File: src/rtl/mc_pkg.sv
// mc_pkg: shared definitions for the multicycle MIPS-style control unit.
// Holds the FSM state encoding, opcode and funct constants, ALU control codes
// and the ALU operand-B / PC-source mux encodings.
package mc_pkg;

  typedef enum logic [3:0] {
    S_FETCH     = 4'd0,
    S_DECODE    = 4'd1,
    S_EXEC_R    = 4'd2,
    S_EXEC_I    = 4'd3,
    S_ALU_WB    = 4'd4,
    S_MEM_ADDR  = 4'd5,
    S_MEM_READ  = 4'd6,
    S_MEM_WB    = 4'd7,
    S_MEM_WRITE = 4'd8,
    S_BRANCH    = 4'd9,
    S_JUMP      = 4'd10
  } state_e;

  // Opcodes (IR[31:26])
  localparam logic [5:0] OP_RTYPE = 6'b000000;
  localparam logic [5:0] OP_ADDI  = 6'b001000;
  localparam logic [5:0] OP_ANDI  = 6'b001100;
  localparam logic [5:0] OP_ORI   = 6'b001101;
  localparam logic [5:0] OP_SLTI  = 6'b001010;
  localparam logic [5:0] OP_LW    = 6'b100011;
  localparam logic [5:0] OP_SW    = 6'b101011;
  localparam logic [5:0] OP_BEQ   = 6'b000100;
  localparam logic [5:0] OP_BNE   = 6'b000101;
  localparam logic [5:0] OP_J     = 6'b000010;

  // R-type funct codes (IR[5:0])
  localparam logic [5:0] FN_ADD = 6'b100000;
  localparam logic [5:0] FN_SUB = 6'b100010;
  localparam logic [5:0] FN_AND = 6'b100100;
  localparam logic [5:0] FN_OR  = 6'b100101;
  localparam logic [5:0] FN_SLT = 6'b101010;

  // ALU control codes
  localparam logic [2:0] ALU_ADD = 3'b010;
  localparam logic [2:0] ALU_SUB = 3'b110;
  localparam logic [2:0] ALU_AND = 3'b000;
  localparam logic [2:0] ALU_OR  = 3'b001;
  localparam logic [2:0] ALU_SLT = 3'b111;

  // ALU operand B select
  localparam logic [1:0] SRC_B_RT    = 2'b00;
  localparam logic [1:0] SRC_B_FOUR  = 2'b01;
  localparam logic [1:0] SRC_B_IMM   = 2'b10;
  localparam logic [1:0] SRC_B_IMMSH = 2'b11;

  // PC source select
  localparam logic [1:0] PC_SRC_ALU    = 2'b00;
  localparam logic [1:0] PC_SRC_ALUOUT = 2'b01;
  localparam logic [1:0] PC_SRC_JUMP   = 2'b10;

  function automatic logic is_imm_op(input logic [5:0] op);
    return (op == OP_ADDI) || (op == OP_ANDI) || (op == OP_ORI) || (op == OP_SLTI);
  endfunction

endpackage

File: src/rtl/mc_alu_decode.sv
// mc_alu_decode: combinational instruction classifier.
// Ports:
//   opcode   in  [5:0]  IR[31:26]
//   funct    in  [5:0]  IR[5:0]
//   alu_ctrl out [2:0]  ALU operation for the execute step of this instruction
//   legal    out        1 when opcode (and funct, for R-type) is supported
module mc_alu_decode
  import mc_pkg::*;
(
  input  logic [5:0] opcode,
  input  logic [5:0] funct,
  output logic [2:0] alu_ctrl,
  output logic       legal
);

  always_comb begin
    alu_ctrl = ALU_ADD;
    legal    = 1'b1;
    case (opcode)
      OP_RTYPE: begin
        case (funct)
          FN_ADD:  alu_ctrl = ALU_ADD;
          FN_SUB:  alu_ctrl = ALU_SUB;
          FN_AND:  alu_ctrl = ALU_AND;
          FN_OR:   alu_ctrl = ALU_OR;
          FN_SLT:  alu_ctrl = ALU_SLT;
          default: legal    = 1'b0;
        endcase
      end
      OP_ADDI: alu_ctrl = ALU_ADD;
      OP_ANDI: alu_ctrl = ALU_AND;
      OP_ORI:  alu_ctrl = ALU_OR;
      OP_SLTI: alu_ctrl = ALU_SLT;
      // Memory, branch and jump are legal; their ALU ops come from the FSM.
      OP_LW, OP_SW, OP_BEQ, OP_BNE, OP_J: alu_ctrl = ALU_ADD;
      default: legal = 1'b0;
    endcase
  end

endmodule

File: src/rtl/multicycle_control.sv
// multicycle_control: sequencing FSM for a multicycle MIPS-style datapath.
// Ports:
//   clk, rst_n             clock, asynchronous active-low reset
//   opCode, funct          instruction fields from the IR (stable after FETCH)
//   zero                   ALU zero flag of the current cycle
//   mem_ready              memory completes the current access this cycle
//   pc_write, ir_write, reg_write, mem_read, mem_write   write enables
//   iord, alu_src_a, alu_src_b, pc_src, reg_dst, mem_to_reg   mux selects
//   alu_ctrl               ALU operation
//   done / illegal         one-cycle retire / decode-fault pulses
//   state                  current FSM state code (debug visibility)
// Memory handshake: mem_read or mem_write is a request held until the cycle
// in which mem_ready is 1; that cycle completes the access and the FSM moves
// on. mem_ready is ignored in every state that issues no request.
module multicycle_control
  import mc_pkg::*;
(
  input  logic       clk,
  input  logic       rst_n,
  input  logic [5:0] opCode,
  input  logic [5:0] funct,
  input  logic       zero,
  input  logic       mem_ready,
  output logic       pc_write,
  output logic       ir_write,
  output logic       reg_write,
  output logic       mem_read,
  output logic       mem_write,
  output logic       iord,
  output logic       alu_src_a,
  output logic [1:0] alu_src_b,
  output logic [1:0] pc_src,
  output logic       reg_dst,
  output logic       mem_to_reg,
  output logic [2:0] alu_ctrl,
  output logic       done,
  output logic       illegal,
  output logic [3:0] state
);

  state_e     state_q, state_d;
  logic [2:0] dec_alu_ctrl;
  logic       dec_legal;

  mc_alu_decode u_alu_decode (
    .opcode   (opCode),
    .funct    (funct),
    .alu_ctrl (dec_alu_ctrl),
    .legal    (dec_legal)
  );

  always_ff @(posedge clk or negedge rst_n) begin
    if (!rst_n) state_q <= S_FETCH;
    else        state_q <= state_d;
  end

  assign state = state_q;

  always_comb begin
    state_d    = state_q;
    pc_write   = 1'b0;
    ir_write   = 1'b0;
    reg_write  = 1'b0;
    mem_read   = 1'b0;
    mem_write  = 1'b0;
    iord       = 1'b0;
    alu_src_a  = 1'b0;
    alu_src_b  = SRC_B_RT;
    pc_src     = PC_SRC_ALU;
    reg_dst    = 1'b0;
    mem_to_reg = 1'b0;
    alu_ctrl   = ALU_AND;
    done       = 1'b0;
    illegal    = 1'b0;

    case (state_q)
      S_FETCH: begin
        mem_read  = 1'b1;
        alu_src_b = SRC_B_FOUR;
        alu_ctrl  = ALU_ADD;
        if (mem_ready) begin
          ir_write = 1'b1;
          pc_write = 1'b1;
          state_d  = S_DECODE;
        end
      end
      S_DECODE: begin
        // Precompute the branch target into ALUOut.
        alu_src_b = SRC_B_IMMSH;
        alu_ctrl  = ALU_ADD;
        if (!dec_legal) begin
          illegal = 1'b1;
          state_d = S_FETCH;
        end else if (opCode == OP_RTYPE) begin
          state_d = S_EXEC_R;
        end else if (is_imm_op(opCode)) begin
          state_d = S_EXEC_I;
        end else if (opCode == OP_LW || opCode == OP_SW) begin
          state_d = S_MEM_ADDR;
        end else if (opCode == OP_BEQ || opCode == OP_BNE) begin
          state_d = S_BRANCH;
        end else begin
          state_d = S_JUMP;
        end
      end
      S_EXEC_R: begin
        alu_src_a = 1'b1;
        alu_src_b = SRC_B_RT;
        alu_ctrl  = dec_alu_ctrl;
        state_d   = S_ALU_WB;
      end
      S_EXEC_I: begin
        alu_src_a = 1'b1;
        alu_src_b = SRC_B_IMM;
        alu_ctrl  = dec_alu_ctrl;
        state_d   = S_ALU_WB;
      end
      S_ALU_WB: begin
        reg_write = 1'b1;
        reg_dst   = (opCode == OP_RTYPE);
        done      = 1'b1;
        state_d   = S_FETCH;
      end
      S_MEM_ADDR: begin
        alu_src_a = 1'b1;
        alu_src_b = SRC_B_IMM;
        alu_ctrl  = ALU_ADD;
        state_d   = (opCode == OP_SW) ? S_MEM_WRITE : S_MEM_READ;
      end
      S_MEM_READ: begin
        mem_read = 1'b1;
        iord     = 1'b1;
        if (mem_ready) state_d = S_MEM_WB;
      end
      S_MEM_WB: begin
        reg_write  = 1'b1;
        mem_to_reg = 1'b1;
        done       = 1'b1;
        state_d    = S_FETCH;
      end
      S_MEM_WRITE: begin
        mem_write = 1'b1;
        iord      = 1'b1;
        if (mem_ready) begin
          done    = 1'b1;
          state_d = S_FETCH;
        end
      end
      S_BRANCH: begin
        alu_src_a = 1'b1;
        alu_src_b = SRC_B_RT;
        alu_ctrl  = ALU_SUB;
        pc_src    = PC_SRC_ALUOUT;
        pc_write  = (opCode == OP_BNE) ? ~zero : zero;
        done      = 1'b1;
        state_d   = S_FETCH;
      end
      S_JUMP: begin
        pc_src   = PC_SRC_JUMP;
        pc_write = 1'b1;
        done     = 1'b1;
        state_d  = S_FETCH;
      end
      default: state_d = S_FETCH;
    endcase

    // The state register is already forced to FETCH by reset, but FETCH
    // issues a read; squash every side effect while reset is held.
    if (!rst_n) begin
      pc_write  = 1'b0;
      ir_write  = 1'b0;
      reg_write = 1'b0;
      mem_read  = 1'b0;
      mem_write = 1'b0;
      done      = 1'b0;
      illegal   = 1'b0;
    end
  end

endmodule

File: config.mk
export PLATFORM = sky130hd
export DESIGN_NAME = multicycle_control
export DESIGN_NICKNAME = d
export VERILOG_FILES = /design/src/rtl/mc_pkg.sv /design/src/rtl/mc_alu_decode.sv /design/src/rtl/multicycle_control.sv
export SDC_FILE = /design/constraint.sdc
export NUM_CORES = 1
export LEC_CHECK = 0
export ABC_AREA = 1
export CELL_PAD_IN_SITES_DETAIL_PLACEMENT = 0
export CELL_PAD_IN_SITES_GLOBAL_PLACEMENT = 2
export CORE_MARGIN = 2
export CORE_UTILIZATION = 15
export DETAILED_ROUTE_END_ITERATION = 7
export GPL_ROUTABILITY_DRIVEN = 1
export PLACE_DENSITY = 0.8
export SYNTH_ARGS = -nofsm -noshare
export SYNTH_HDL_FRONTEND = slang
export SYNTH_SLANG_ARGS = --single-unit
File: constraint.sdc
create_clock -name clk -period 1.33 [get_ports clk]
set_clock_uncertainty 0.2 [all_clocks]
set_input_delay 0.266 -clock clk [delete_from_list [all_inputs] [get_ports clk]]
set_output_delay 0.266 -clock clk [all_outputs]
set_load 0.01 [all_outputs]
==> metrics.txt <==
Mapped Cells=129; Tmin final=1900 ps; CTS tree=built; Vias/cell=4.20; Synth area leader=nand2_1; row count=24; die height=71.6 um; clk root buf=clkbuf_8; GRT overflow=0; nets@finish=247; outcome=finished, violations left; ys async rst share=1.00; WP data arrival=1440 ps; fin worst setup slack=-573 ps; peak fanout along the critical path=4; cell with the most instances after synthesis=nand2_1; Hold Startpoint=opCode[2]; Tot GR Track Use=0.124; element type at the critical path end=output port; initial antenna violation count=0; IO Pins=38; Reg clk slew, reported paths=30 ps; synth warn=0; max-slew violations=0; Num CTS Buffers=3; GRT Max-Usage Layer=met2; Reg2Reg Depth=8; Mean Syn Cell Area=5.32 um2; Die W=71.6 um; CP Class=reg2out; worst slew pin tran=314 ps; starting DRC count in detailed routing=26; post-placement cell count=248; worst r2r src=state[3]$_DFFE_PN0P_; final number of setup-violating endpoints=26; DR WL/cell=11.1 um; Post-synth top cells=28 x nand2_1, 27 x nor2_1, 24 x inv_1; fin area=1990 um2; Initial Utilization=0.156; Post-Place Worst Slack=-1240 ps; f_max=526 MHz; hpwl dp=2120 um; 1st-pass router iterations=2; Critical Path RT=860 ps; Worst IR Drop VDD=0.547 mV; area fraction of the dominant cell type after synthesis=0.153; total number of vias=1180; Hold/Removal Path Class=in2reg; Placed Area=1470 um2; Cell Area, Synth=686 um2; CORE AREA=4380 um2; Post-Layout Cell Count=281; Critical Path Source Type=flop; antenna-violating nets left=0; Final period util=1.43; area grow syn2layout=191%; GR Layer Usage met2=0.240; clk sink count=4; setup total negative slack=-9810 ps; total wire length=3110 um; register area share after synthesis=0.146; die area=5130 um2; vias in the first global route=1215; Synth cell types=21; slowest cell on the critical path=dfrtp_2; Largest register FFs=4; fraction of layout cells with a size suffix above 1=0.721; Power Total=2.94 mW; synthesized flop and latch total=4; IO buf count=37; Critical Path, Cell by Cell=clkinv_4 -> buf_4 -> nand2_8 -> nor2_4 -> nand2_4 -> a31oi_4 -> buf_6; Reg2Reg Capture Point=state[0]$_DFFE_PN0P_; Fillers=434; H-Tree Depth=1; Clk Latency, worst-skew pair=220 ps; failing checks=setup timing; Layout Utilization=0.454; gpl congestion=0.800; hold depth=5; max_cap viols=0; syn nets=145; Main synth FF type=dfrtp_1; number of synthesized flops with an enable pin=0; RSZ-0062 raised after global routing=yes; Hold Worst Slack=378 ps; final hold vios=0; Leak=0.979 nW; Power Dens Cells=1480 nW/um2; WHS Endpoint=state[2]$_DFFE_PN0P_; first-pass GRT wire length=5040 um; met3 Usage GRT=0.0211; largest net degree at the start of global routing=8; slowest cell delay on critical path=430 ps; Max clock buf depth=2; largest cells by area after synthesis=nand2_1 15%, nor2_1 15%, dfrtp_1 15%; worst reg2reg setup slack=-350 ps; Residual DRC=0; GR Util met1=0.130; Slew HR=0.788; # diodes=0
metal layers:
layer,part of all wire,up-vias
li1,-,611
met1,0.38,537
met2,0.55,26
met3,0.047,6
met4,0.018,0
met5,0,-
critical path, delay by kind of cell (launching register included):
family	cells	cell delay, ps
compound gates	1	160
flops	1	430
simple gates	3	310
buf+inv	3	320
how the worst max path moves through the flow:
stage | from | to | depth (start not counted)
after floorplan | state[1]$_DFFE_PN0P_ | done | 5
after global placement | opCode[3] | illegal | 9
after detailed placement | opCode[3] | illegal | 9
after CTS | state[1]$_DFFE_PN0P_ | alu_src_a | 7
after global routing | state[0]$_DFFE_PN0P_ | done | 7
final | state[0]$_DFFE_PN0P_ | pc_write | 7
power by group:
group	total (mW)	internal (mW)	switching, mW
logic	2.44	1.29	1.15
registers	0.236	0.174	0.0617
clock network	0.263	0.193	0.0691
total	2.94	1.66	1.28
cells in the final DEF, fill, tap and decap left out, types with 8 or more instances in the layout:
| cell type | count |
|---|---|
| buf_4 | 38 |
| buf_2 | 15 |
| nor2_4 | 16 |
| nand3_2 | 12 |
| buf_6 | 30 |
| inv_1 | 13 |
| nor2_2 | 10 |
| nand3_1 | 8 |
| nand2_1 | 21 |
| inv_2 | 9 |
layout make-up:
cell class,instances,area [um2],area share
Multi-Input combinational cell,99,825,0.414
Timing Repair Buffer,97,846,0.425
Clock buffer,3,41.3,0.0207
Tap cell,52,65.1,0.0327
Sequential cell,4,104,0.0521
Inverter,26,111,0.0559
kinds of logic (layout without fill, tap and decap cells):
group                  count (synthesis)  in the layout  share of synthesized area
AOI/OAI and AO/OA                     12             12                      0.106
DFF                                    4              4                      0.146
buffers and inverters                 26            126                      0.142
and+or+nand+nor                       87             87                      0.606
timing repair:
item                                    in CTS  in global routing
hold buffers                                 1                  0
hold endpoints to repair                     4                  0
pin swaps                                   25                 18
buffers inserted                            22                 12
gates resized for setup                    165                 45
endpoints found under the setup margin      26                 26
Note: power is estimated with default switching activity, not from simulation.
